==> config.mk <==
export PLATFORM = sky130hd
export DESIGN_NAME = conv_mac_pipe
export DESIGN_NICKNAME = d
export VERILOG_FILES = /design/src/rtl/conv_mac_pipe.sv
export SDC_FILE = /design/constraint.sdc
export NUM_CORES = 2
export LEC_CHECK = 0
export CAP_MARGIN = 30
export CORE_UTILIZATION = 60
export CTS_BUF_LIST = sky130_fd_sc_hd__clkbuf_8
export CTS_CLUSTER_DIAMETER = 40
export DETAILED_ROUTE_END_ITERATION = 16
export GPL_TIMING_DRIVEN = 0
export PLACE_DENSITY = 0.86
export SLEW_MARGIN = 20
export SYNTH_ARGS = -nofsm -noshare
export SYNTH_HDL_FRONTEND = slang
export SYNTH_SLANG_ARGS = --single-unit
export TNS_END_PERCENT = 10
==> constraint.sdc <==
create_clock -name clk -period 22.4 [get_ports clk]
set_input_delay 4.48 -clock clk [delete_from_list [all_inputs] [get_ports clk]]
set_output_delay 4.48 -clock clk [all_outputs]
set_load 0.005 [all_outputs]
==> src/rtl/conv_mac_pipe.sv <==
// conv_mac_pipe: pipelined KxK signed conv MAC over CH channels with shift, optional ReLU and saturation
module conv_mac_pipe #(
    parameter int WIDTH = 9,
    parameter int K     = 3,
    parameter int CH    = 4,
    parameter int FRAC  = 0,
    parameter int ACC_W = 2*WIDTH+$clog2(K*K*CH)+1
) (
    input  logic                   clk,
    input  logic                   rst,
    input  logic                   in_valid,
    output logic                   in_ready,
    input  logic [K*K*WIDTH-1:0]   act,
    input  logic [K*K*WIDTH-1:0]   wgt,
    input  logic                   relu_en,
    output logic                   out_valid,
    input  logic                   out_ready,
    output logic [WIDTH-1:0]       out_data,
    output logic                   out_sat
);
    localparam int N  = K*K;
    localparam int PW = 2*WIDTH;
    localparam int TW = CH > 1 ? $clog2(CH) : 1;
    localparam logic [TW-1:0] LAST = TW'(CH-1);
    localparam logic signed [ACC_W-1:0] MAXV = {{(ACC_W-WIDTH+1){1'b0}}, {(WIDTH-1){1'b1}}};
    localparam logic signed [ACC_W-1:0] MINV = {{(ACC_W-WIDTH+1){1'b1}}, {(WIDTH-1){1'b0}}};

    logic                    en;
    logic [TW-1:0]           cnt, s1_tag, s2_tag;
    logic                    s1_valid, s1_relu, s2_valid, s2_relu;
    logic signed [PW-1:0]    prod [N];
    logic signed [ACC_W-1:0] sum, s2_sum, acc, total, shifted, clipped;
    logic                    last2, hi, lo;
    logic [WIDTH-1:0]        next_data;

    assign en       = !out_valid || out_ready;
    assign in_ready = en;

    always_ff @(posedge clk or posedge rst) begin
        if (rst) begin
            cnt      <= '0;
            s1_valid <= 1'b0;
            s1_tag   <= '0;
            s1_relu  <= 1'b0;
            for (int i = 0; i < N; i++) prod[i] <= '0;
        end else if (en) begin
            s1_valid <= in_valid;
            s1_tag   <= cnt;
            s1_relu  <= relu_en;
            for (int i = 0; i < N; i++)
                prod[i] <= PW'($signed(act[i*WIDTH +: WIDTH])) * PW'($signed(wgt[i*WIDTH +: WIDTH]));
            if (in_valid) cnt <= (cnt == LAST) ? '0 : cnt + TW'(1);
        end
    end

    always_comb begin
        sum = '0;
        for (int i = 0; i < N; i++) sum = sum + ACC_W'(prod[i]);
    end

    always_ff @(posedge clk or posedge rst) begin
        if (rst) begin
            s2_valid <= 1'b0;
            s2_tag   <= '0;
            s2_relu  <= 1'b0;
            s2_sum   <= '0;
        end else if (en) begin
            s2_valid <= s1_valid;
            s2_tag   <= s1_tag;
            s2_relu  <= s1_relu;
            s2_sum   <= sum;
        end
    end

    // Only the last channel's relu flag matters; earlier ones are dropped here.
    always_comb begin
        last2     = s2_valid && (s2_tag == LAST);
        total     = (CH == 1) ? s2_sum : acc + s2_sum;
        shifted   = total >>> FRAC;
        clipped   = (s2_relu && shifted[ACC_W-1]) ? '0 : shifted;
        hi        = clipped > MAXV;
        lo        = clipped < MINV;
        next_data = hi ? MAXV[WIDTH-1:0] : lo ? MINV[WIDTH-1:0] : clipped[WIDTH-1:0];
    end

    always_ff @(posedge clk or posedge rst) begin
        if (rst) begin
            acc       <= '0;
            out_valid <= 1'b0;
            out_data  <= '0;
            out_sat   <= 1'b0;
        end else if (en) begin
            out_valid <= last2;
            if (s2_valid) acc <= last2 ? '0 : (s2_tag == '0) ? s2_sum : acc + s2_sum;
            if (last2) begin
                out_data <= next_data;
                out_sat  <= hi || lo;
            end
        end
    end
endmodule

==> out/qor.yml <==
run_status:
  status: "finished clean"
detailed_routing:
  drt_iter0_markers: 2363
  drc_errors: 0
  dr.pass1.iters: 6
  wl_per_cell_um: 17.3
  via_count: 31300
  viasPerCell: 5.55
  routed_wl_um: 97400
  ant_nets: 0
die:
  die_area_mm2: 0.0703
  die_w_um: 265
  rows: 96
  start_util_pct: 60.5
  io_pins: 179
  die-height_um: 265
  core_mm2: 0.0686
sta:
  finalCriticalPeriod_ns: 12.15
  fin_worst_skew_ns: 0.0323
  finalHoldViolCount: 0
  setup_viol: 0
  max_freq_ghz: 0.0823
  rsz0062_at_grt: "false"
  tightestPinTransition_ns: 0.835
  finalCritPeriodShare_pct: 54.3
  slew_viol_final: 0
  fin_tns_setup_ns: 0
  relSlewSlack_pct: 44.4
worst_setup_path:
  criticalPathCategory: "in -> out"
  reg2reg_depth: 17
  crit_fanout: 10
  worstPathArrival_ns: 7.67
  r2r-start: "prod[73]$_DFFE_PP0N_"
  worst_ep_required_time_ns: 17.92
  start_kind: "input pin"
  path_common_cell: "clkbuf_1"
  max_stage_delay_ns: 0.70
  path_cells: "clkdlybuf4s50_1 -> nor2b_1 -> inv_1 -> clkbuf_1 -> clkbuf_1 -> clkbuf_1 -> clkdlybuf4s50_1"
  r2r-end: "s2_sum[24]$_DFFE_PP0N_"
  rrSetupSlack_ns: 17.14
  end_kind: "primary output"
  cp_slowest_cell: "clkbuf_1"
finish:
  nets: 5999
  drive_gt1_share_pct: 2.31
  syn_to_final_growth_pct: 7.94
  fillers: 5077
  multi_input_area_mm2: 0.0315
  fin_util_pct: 65.4
  seqCellArea_mm2: 0.00583
logic_synthesis:
  syn_avg_cell_area_um2: 9.19
  yosysMostFrequentCell: "inv_1"
  yosys.cell_types.count: 80
  synth_top_area_cell: "fa_1"
  yosys.area_share.simple_pct: 14.9
  ys_seq_area_share_pct: 14.0
  synth_edf_count: 0
  netlist_area_mm2: 0.0415
  synth_top_family_by_area: "adder cells"
  synth_nets: 5835
  yosysTopAreaCellShare_pct: 36.6
  synthTopCellsByCount: "965 x inv_1, 760 x fa_1, 531 x nand2_1"
  yosys-top-cells-area: "fa_1 37%, dfrtp_1 14%, ha_1 12%"
  yosys_warnings: 0
  muxShareOfSynthArea_pct: 0.696
  synthCells: 4518
  synthArstFlopShare_pct: 100
  ys_seq_elements: 233
  synth_compound_area_share_pct: 7.61
  synth-main-ff-cell: "dfrtp_1"
  synth_xor_area_share_pct: 4.30
  synth_adder_area_share_pct: 48.4
global_route:
  grt_pass1_vias: 33600
  grt.total_usage_pct: 29.1
  grt_max_degree: 105
  overflow: 0
  grt_pass1_wl_um: 165000
  antenna_found_initial: 5
clocking:
  root_buffer: "clkbuf_8"
  cts_setup_buffers: 0
  clock_path_buffers: 3
  cts_tree: "done"
  clkTransAtPathRegs_ns: 0.06
  clock_sinks: 233
  hold_buffers: 0
  clk-insertion-delay-late_ns: 0.58
  htreeDepth: 2
  cts_buffers: 42
  cts_resized: 0
hold_path:
  min_from: "s1_relu$_DFFE_PP0N_"
  min_delay_worst_endpoint: "s2_relu$_DFFE_PP0N_"
  whs_path_depth: 2
  hold_class: "reg -> reg"
placement:
  dp_hpwl_um: 81600
  portBuffers: 117
  routabilityCongestion: 1.03
flow_run:
  cap_violations: 0
[cell usage in the layout (no fill, tap or decap), drive strengths merged, types with 36 or more instances in the layout]
cell type / synthesis / final
xnor2: 155 / 155
clkbuf: 119 / 170
fa: 760 / 760
a21o: 39 / 39
o21bai: 41 / 41
dfrtp: 233 / 233
nand2: 531 / 531
and2: 362 / 362
nand3: 36 / 36
clkdlybuf4s50: 0 / 117
ha: 390 / 390
nor2: 224 / 224
xor2: 49 / 49
inv: 965 / 974
o21ai: 101 / 101
a21oi: 226 / 226
[state kept, by name (all words and copies together) (netlist names)]
name / count
acc: 25
cnt: 2
out_data: 9
out_sat: 1
out_valid: 1
prod: 162
s1_relu: 1
s1_tag: 2
s1_valid: 1
s2_relu: 1
s2_sum: 25
s2_tag: 2
s2_valid: 1
[cells by family after synthesis]
family | count (synthesis)
adder cells (fa/ha/maj) | 1150
multiplexers | 28
AND/OR/NAND/NOR | 1295
AO/OA/AOI/OAI | 512
buffers and inverters | 1096
flip-flops | 233
XOR/XNOR | 204
[through the flow]
step	setup WS (ns)	instance area [µm²]	std cells	hold slack (ns)
after floorplan	11.53	41500	4518	0.439
after global placement	8.75	43900	5566	0.451
after detailed placement	10.36	43900	5569	0.460
after CTS	10.34	44800	5641	0.458
after global routing	10.21	44800	5646	0.504
final	10.25	44800	5646	0.457
[worst max path at each step]
stage	startpoint	end	slack [ns]	depth (start not counted)
after floorplan	rst	acc[0]$_DFFE_PP0P_	11.53	1
after global placement	rst	prod[73]$_DFFE_PP0N_	8.75	2
after detailed placement	out_ready	in_ready	10.36	7
after CTS	out_ready	in_ready	10.34	7
after global routing	out_ready	in_ready	10.21	7
final	out_ready	in_ready	10.25	7
[critical path: cells and delay by family]
| family | cells | cell delay (ns) |
|---|---|---|
| and+or+nand+nor | 1 | 0.11 |
| buffers and inverters | 6 | 3.07 |
[cell type report]
| type | instances | share of cell area (%) |
|---|---|---|
| multi-input combinational | 3189 | 70.4 |
| sequential | 233 | 13.0 |
| inverter | 965 | 8.10 |
| timing repair buffer | 120 | 2.77 |
| tap | 931 | 2.60 |
| clock buffer | 51 | 1.57 |
| buffer | 131 | 1.19 |
| clock inverter | 21 | 0.380 |
| antenna | 5 | 0.0279 |
[metal layers]
metal / global-route usage, % / wire length [µm] / part of all wire (%) / up-vias
met5: 0 / 0 / 0 / -
met4: 14.6 / 5550 / 5.7 / 0
met3: 3.65 / 6210 / 6.4 / 335
met2: 50.9 / 49400 / 51 / 1223
met1: 35.4 / 36200 / 37 / 15600
li1: - / - / - / 14100
Power is left out: the tool's default activity adds up to more than one toggle a clock period on the data nets, which glitch-free logic cannot reach.
